===== config.mk =====
export PLATFORM = sky130hd
export DESIGN_NAME = clock_ctrl
export DESIGN_NICKNAME = d
export VERILOG_FILES = /design/src/rtl/clock_pkg.sv /design/src/rtl/edge_det.sv /design/src/rtl/clock_ctrl.sv
export SDC_FILE = /design/constraint.sdc
export NUM_CORES = 1
export LEC_CHECK = 0
export BUFFER_PORTS_ARGS = -buffer_cell sky130_fd_sc_hd__clkbuf_2
export CELL_PAD_IN_SITES_DETAIL_PLACEMENT = 1
export CELL_PAD_IN_SITES_GLOBAL_PLACEMENT = 1
export CORE_ASPECT_RATIO = 1.25
export CORE_MARGIN = 1.5
export CORE_UTILIZATION = 34
export DETAILED_ROUTE_END_ITERATION = 7
export PLACE_DENSITY = 0.75
export SYNTH_ARGS = -nofsm -noshare
export SYNTH_HDL_FRONTEND = slang
export SYNTH_SLANG_ARGS = --single-unit

===== constraint.sdc =====
create_clock -name i_clk -period 1.8 [get_ports i_clk]
set_input_delay 0.27 -clock i_clk [delete_from_list [all_inputs] [get_ports i_clk]]
set_output_delay 0.27 -clock i_clk [all_outputs]
set_load 0.01 [all_outputs]

===== src/rtl/clock_pkg.sv =====
// Purpose: shared mode encoding and default limits for the clock controller.
// Latency: n/a (types, constants and a helper function only).
// Backpressure: n/a.
package clock_pkg;

   // Mode encoding as seen on o_mode; value 3 is unused and recovered to RUN.
   typedef enum logic [1:0] {
      RUN      = 2'd0,
      SET_HOUR = 2'd1,
      SET_MIN  = 2'd2
   } mode_t;

   localparam int SEC_MAX_DEF       = 59;
   localparam int MIN_MAX_DEF       = 59;
   localparam int TIMEOUT_TICKS_DEF = 30;

   function automatic logic is_set_mode(input logic [1:0] m);
      return (m == SET_HOUR) || (m == SET_MIN);
   endfunction

endpackage


===== src/rtl/edge_det.sv =====
// Purpose: rising-edge detector for a debounced, clock-synchronous button level.
// Latency: o_rise is combinational from i_lvl against the previous-cycle level.
// Backpressure: none; the history register resets to 1 so a button held through reset
// must be released before it can produce an edge.
// Ports: i_clk, i_rst (sync, active-high), i_lvl (button level), o_rise (edge strobe).
module edge_det (
   input  logic i_clk,
   input  logic i_rst,
   input  logic i_lvl,
   output logic o_rise
);

   logic r_prev;

   always_ff @(posedge i_clk) begin
      if (i_rst) begin
         r_prev <= 1'b1;
      end else begin
         r_prev <= i_lvl;
      end
   end

   assign o_rise = i_lvl & ~r_prev;

endmodule


===== src/rtl/clock_ctrl.sv =====
// Purpose: run/set-mode controller for a HH:MM:SS clock; issues inc/clear pulses to counters.
// Latency: every output is registered; a pulse appears the cycle after its causing event.
// Backpressure: none; a tick or button edge is acted on in the cycle it arrives.
// Ports: i_clk, i_rst (sync, active-high), i_tick_1hz, i_mode_btn, i_inc_btn,
//        i_sec_val[5:0], i_min_val[5:0] -> o_sec_inc, o_min_inc, o_hour_inc,
//        o_sec_clr, o_mode[1:0], o_blink.
// Option: define CLOCK_CTRL_BLINK_EN to make o_blink toggle per tick in set modes;
//         otherwise o_blink is tied low and no blink phase register exists.
module clock_ctrl #(
   parameter int SEC_MAX       = clock_pkg::SEC_MAX_DEF,
   parameter int MIN_MAX       = clock_pkg::MIN_MAX_DEF,
   parameter int TIMEOUT_TICKS = clock_pkg::TIMEOUT_TICKS_DEF
) (
   input  logic       i_clk,
   input  logic       i_rst,
   input  logic       i_tick_1hz,
   input  logic       i_mode_btn,
   input  logic       i_inc_btn,
   input  logic [5:0] i_sec_val,
   input  logic [5:0] i_min_val,
   output logic       o_sec_inc,
   output logic       o_min_inc,
   output logic       o_hour_inc,
   output logic       o_sec_clr,
   output logic [1:0] o_mode,
   output logic       o_blink
);
   import clock_pkg::*;

   localparam int                IDLE_W    = $clog2(TIMEOUT_TICKS + 1);
   localparam logic [IDLE_W-1:0] IDLE_LAST = IDLE_W'(TIMEOUT_TICKS - 1);
   localparam logic [5:0]        SEC_TERM  = 6'(SEC_MAX);
   localparam logic [5:0]        MIN_TERM  = 6'(MIN_MAX);

   logic [1:0]        r_state;
   logic [1:0]        w_state_nxt;
   logic [IDLE_W-1:0] r_idle;
   logic [IDLE_W-1:0] w_idle_nxt;
   logic              r_sec_inc, r_min_inc, r_hour_inc, r_sec_clr;
   logic              w_sec_inc_nxt, w_min_inc_nxt, w_hour_inc_nxt, w_sec_clr_nxt;
   logic              w_mode_edge;
   logic              w_inc_edge;
   logic              w_in_set;
   logic              w_timeout;

   edge_det u_mode_edge (
      .i_clk  (i_clk),
      .i_rst  (i_rst),
      .i_lvl  (i_mode_btn),
      .o_rise (w_mode_edge)
   );

   edge_det u_inc_edge (
      .i_clk  (i_clk),
      .i_rst  (i_rst),
      .i_lvl  (i_inc_btn),
      .o_rise (w_inc_edge)
   );

   assign w_in_set = is_set_mode(r_state);

   // Timeout fires on the tick that would bring the idle count to TIMEOUT_TICKS.
   // Any button edge in the same cycle clears the idle count, so it masks the timeout.
   assign w_timeout = w_in_set & i_tick_1hz & ~w_mode_edge & ~w_inc_edge &
                      (r_idle == IDLE_LAST);

   // State register (plus the registered outputs and idle counter).
   always_ff @(posedge i_clk) begin
      if (i_rst) begin
         r_state    <= RUN;
         r_idle     <= '0;
         r_sec_inc  <= 1'b0;
         r_min_inc  <= 1'b0;
         r_hour_inc <= 1'b0;
         r_sec_clr  <= 1'b0;
      end else begin
         r_state    <= w_state_nxt;
         r_idle     <= w_idle_nxt;
         r_sec_inc  <= w_sec_inc_nxt;
         r_min_inc  <= w_min_inc_nxt;
         r_hour_inc <= w_hour_inc_nxt;
         r_sec_clr  <= w_sec_clr_nxt;
      end
   end

   // Next-state logic: mode_btn has priority over timeout.
   always_comb begin
      w_state_nxt = r_state;
      case (r_state)
         RUN: begin
            if (w_mode_edge) w_state_nxt = SET_HOUR;
         end
         SET_HOUR: begin
            if (w_mode_edge)    w_state_nxt = SET_MIN;
            else if (w_timeout) w_state_nxt = RUN;
         end
         SET_MIN: begin
            if (w_mode_edge || w_timeout) w_state_nxt = RUN;
         end
         default: w_state_nxt = RUN;
      endcase
   end

   // Output logic: next values of the pulse registers and the idle counter.
   always_comb begin
      w_sec_inc_nxt  = 1'b0;
      w_min_inc_nxt  = 1'b0;
      w_hour_inc_nxt = 1'b0;
      w_sec_clr_nxt  = 1'b0;
      case (r_state)
         RUN: begin
            if (i_tick_1hz) begin
               w_sec_inc_nxt = 1'b1;
               if (i_sec_val == SEC_TERM) begin
                  w_min_inc_nxt = 1'b1;
                  if (i_min_val == MIN_TERM) w_hour_inc_nxt = 1'b1;
               end
            end
         end
         SET_HOUR: begin
            if (w_inc_edge && !w_mode_edge) w_hour_inc_nxt = 1'b1;
         end
         SET_MIN: begin
            if (w_inc_edge && !w_mode_edge) w_min_inc_nxt = 1'b1;
            // Leaving SET_MIN by either route zeroes the seconds.
            if (w_state_nxt == RUN) w_sec_clr_nxt = 1'b1;
         end
         default: ;
      endcase

      if (w_mode_edge || w_inc_edge || (w_state_nxt == RUN)) begin
         w_idle_nxt = '0;
      end else if (w_in_set && i_tick_1hz) begin
         w_idle_nxt = r_idle + 1'b1;
      end else begin
         w_idle_nxt = r_idle;
      end
   end

   assign o_sec_inc  = r_sec_inc;
   assign o_min_inc  = r_min_inc;
   assign o_hour_inc = r_hour_inc;
   assign o_sec_clr  = r_sec_clr;
   assign o_mode     = r_state;

`ifdef CLOCK_CTRL_BLINK_EN
   logic r_blink;
   logic w_blink_nxt;

   always_comb begin
      if (w_state_nxt == RUN)          w_blink_nxt = 1'b0;
      else if (w_in_set && i_tick_1hz) w_blink_nxt = ~r_blink;
      else                             w_blink_nxt = r_blink;
   end

   always_ff @(posedge i_clk) begin
      if (i_rst) r_blink <= 1'b0;
      else       r_blink <= w_blink_nxt;
   end

   assign o_blink = r_blink;
`else
   assign o_blink = 1'b0;
`endif

endmodule


==> summary.md <==
| Metric | Value |
|---|---|
| CTS tree | `done` |
| LEAKAGE | `0.420 nW` |
| Area of the multi-input gates | `403 um^2` |
| Final core utilization | `between 40% and 50%` |
| Cell Pwr Density | `between 600 and 700 nW/um^2` |
| DRT Wirelength | `1540 um` |
| Top-area cell type share of the netlist area | `37.3%` |
| Clk_lat worst skew | `290 ps` |
| Clk_skew | `between 8 and 9 ps` |
| Synth Area in XOR/XNOR | `5.03%` |
| Number of synthesized flops with an enable pin | `0` |
| Postcts setup bufs | `0` |
| Cts-stage hold buffer count | `0` |
| Post-synth cell types | `30` |
| First-pass GRT wire length | `2550 um` |
| Max-cap viol count | `0` |
| Total power | `roughly 0.58 mW` |
| RSZ-0062 raised after global routing | `false` |
| Main combinational cell family by area after synthesis | `simple AND/OR/NAND/NOR gates` |
| Simple-gate share of the synthesized area | `about a third` |
| Detailed placer's ending HPWL | `1260 um` |
| Area grow syn2layout | `22.8%` |
| Worst-path clk slew | `around 90 ps` |
| Critical path launch point type | `flop` |
| Rows | `18` |
| WS Path Type | `reg -> reg` |
| RD Place Congestion | `approximately 0.81` |
| Syn Nets | `100` |
| Num ports | `24` |
| Vias in the first global route | `~600` |
| Die Y | `roughly 54 um` |
| Initial antenna violation count | `0` |
| FF-to-FF Start | `o_mode[0]` |
| Worst-path fanout max | `5` |
| DRC errors left | `0` |
| WHS | `about 180 ps` |
| Yosys reg bits | `13` |
| Cts repair resizes | `0` |
| F_max | `626 MHz` |
| Register area share after synthesis | `37.3%` |
| YS warnings | `0` |
| Mux contribution to synthesized area | `0%` |
| Register Area | `roughly 260 um^2` |
| WP data arrival | `about 1800 ps` |
| Routed Antenna Nets | `0` |
| Area leader, netlist | `dfxtp_1` |
| Final Setup Violations | `0` |
| Required time worst endpoint | `around 2000 ps` |
| Worst vdd ir | `0.000358 V` |
| Hold path startpoint | `i_inc_btn` |
| Primary FF master, synth | `dfxtp_1` |
| Post-route design area | `between 800 and 900 um^2` |
| GRT overflow | `0` |
| Crit path launch | `o_mode[0]` |
| GRT Util Overall | `~15%` |
| Die boundary width | `approximately 43 um` |
| Placement Cell Area | `828 um^2` |
| Mean post-synth cell area | `about 9.1 um^2` |
| WL met3 | `between 70 and 80 um` |
| Final-stage net count | `~130` |
| Tightest Hold Check Type | `in -> reg` |
| Most common cell after layout, fill and taps aside | `clkbuf_2` |
| Post-Syn Instances | `between 70 and 80` |
| Top layer in use | `met4` |
| Ranking of synthesized cells by area | `dfxtp_1, ha_1, nor2_1` |
| Layout cell share with drive strength beyond 1 | `35.0%` |
| Final Hold Viols | `0` |
| Final min period | `approximately 1600 ps` |
| Crit path capture type | `flop` |
| Share of flip-flops with an asynchronous set or reset after synthesis | `0%` |
| Post-synthesis compound-gate area fraction | `about 8.6%` |
| Worst R2R Setup Slack | `between 200 and 250 ps` |
| CTS Root Cell | `clkbuf_4` |
| Synth Area in Adders | `between 10% and 20%` |
| Post-route clock period utilization | `88.7%` |
| Port bufs | `22` |
| Mapped cell area | `697 um^2` |
| Diodes inserted | `0` |
| Clock sink count | `13` |
| Core Footprint | `approximately 2000 um^2` |
| Met1 WL | `roughly 580 um` |
| Initial Utilization | `35.6%` |
| WL/cell | `12.5 um` |
| Pre-antenna DRT Iters | `2` |
| Max Buffers Root-to-Sink | `2` |
| Via density | `5.02` |
| Iteration-0 DRC Markers | `3` |
| Via count | `around 620` |
| CTS H-tree depth | `1` |
| Total negative slack | `0 ps` |
| Largest net degree at the start of global routing | `9` |
| Commonest non-fill, non-tap cells in the layout | `clkbuf_2, nor2_1, dfxtp_1, nand2_1, ha_1` |
| Status | `complete, no violations` |
| Met2 wire length | `slightly below 900 um` |
| Total die area | `2330 um^2` |
| Fill cells | `roughly 260` |
| Pins over their slew limit | `0` |
| CTS Buf Count | `3` |
## per-stage QoR
step / setup WS [ps] / cells
final: 203 / 123
after global placement: 236 / 119
after CTS: 188 / 123
after global routing: 95.6 / 123
after floorplan: 139 / 77
after detailed placement: 200 / 119
## critical path, stage by stage (launching register included)
cell     delay, ps
dfxtp_1        410
inv_1          100
ha_1           290
and2_1         180
nand4_2        150
nor2_2          50
o311a_1        320
## layer usage
| layer | track usage, % | up-vias |
|---|---|---|
| met5 | 0 | - |
| met1 | 14.3 | 293 |
| met4 | 7.58 | 0 |
| met3 | 6.38 | 2 |
| li1 | - | 309 |
| met2 | 28.4 | 13 |
## synthesized netlist by cell type (all sizes together), types with 2 or more instances
| master | n |
|---|---|
| nor2 | 16 |
| dfxtp | 13 |
| ha | 6 |
| nand2 | 6 |
| inv | 4 |
| nand4 | 4 |
| xor2 | 3 |
| a21oi | 2 |
| buf | 2 |
| nand2b | 2 |
| nand3 | 2 |
| nand4b | 2 |
| o22ai | 2 |
| or2 | 2 |
## registers in the layout, summed over array words and instances, names as in the netlist
name,count
u_inc_edge.r_prev,1
o_sec_inc,1
o_min_inc,1
o_sec_clr,1
r_idle,5
u_mode_edge.r_prev,1
o_mode,2
o_hour_inc,1
## final timing paths
| kind | end | cells after the start |
|---|---|---|
| hold / removal | u_inc_edge.r_prev | 2 |
| hold reg to reg | r_idle[4] | 2 |
| setup reg to reg | o_sec_clr | 6 |
| setup / recovery | o_sec_clr | 6 |
## kinds of logic (layout without fill, tap and decap cells)
kind of cell               after synthesis  after routing
other                                    1              1
adders and majority gates                6              6
buffers and inverters                    6             32
xor gates and xnor gates                 4              4
DFF                                     13             13
and+or+nand+nor                         39             39
AOI/OAI and AO/OA                        8              8
## cell type report
class / instances / area share (%)
clock buffer: 3 / 2.63
sequential: 13 / 30.4
clock inverter: 1 / 0.585
tap: 20 / 2.92
inverter: 4 / 1.75
timing repair buffer: 24 / 14.6
multi-input combinational: 58 / 47.1
## power breakdown
| group | internal, mW | switching, mW | total (mW) | leakage, nW |
|---|---|---|---|---|
| logic | 0.0450 | 0.0486 | 0.0936 | 0.296 |
| registers | 0.295 | 0.00488 | 0.300 | 0.106 |
| clock network | 0.0826 | 0.105 | 0.187 | 0.0177 |
Note: power is estimated with default switching activity, not from simulation.
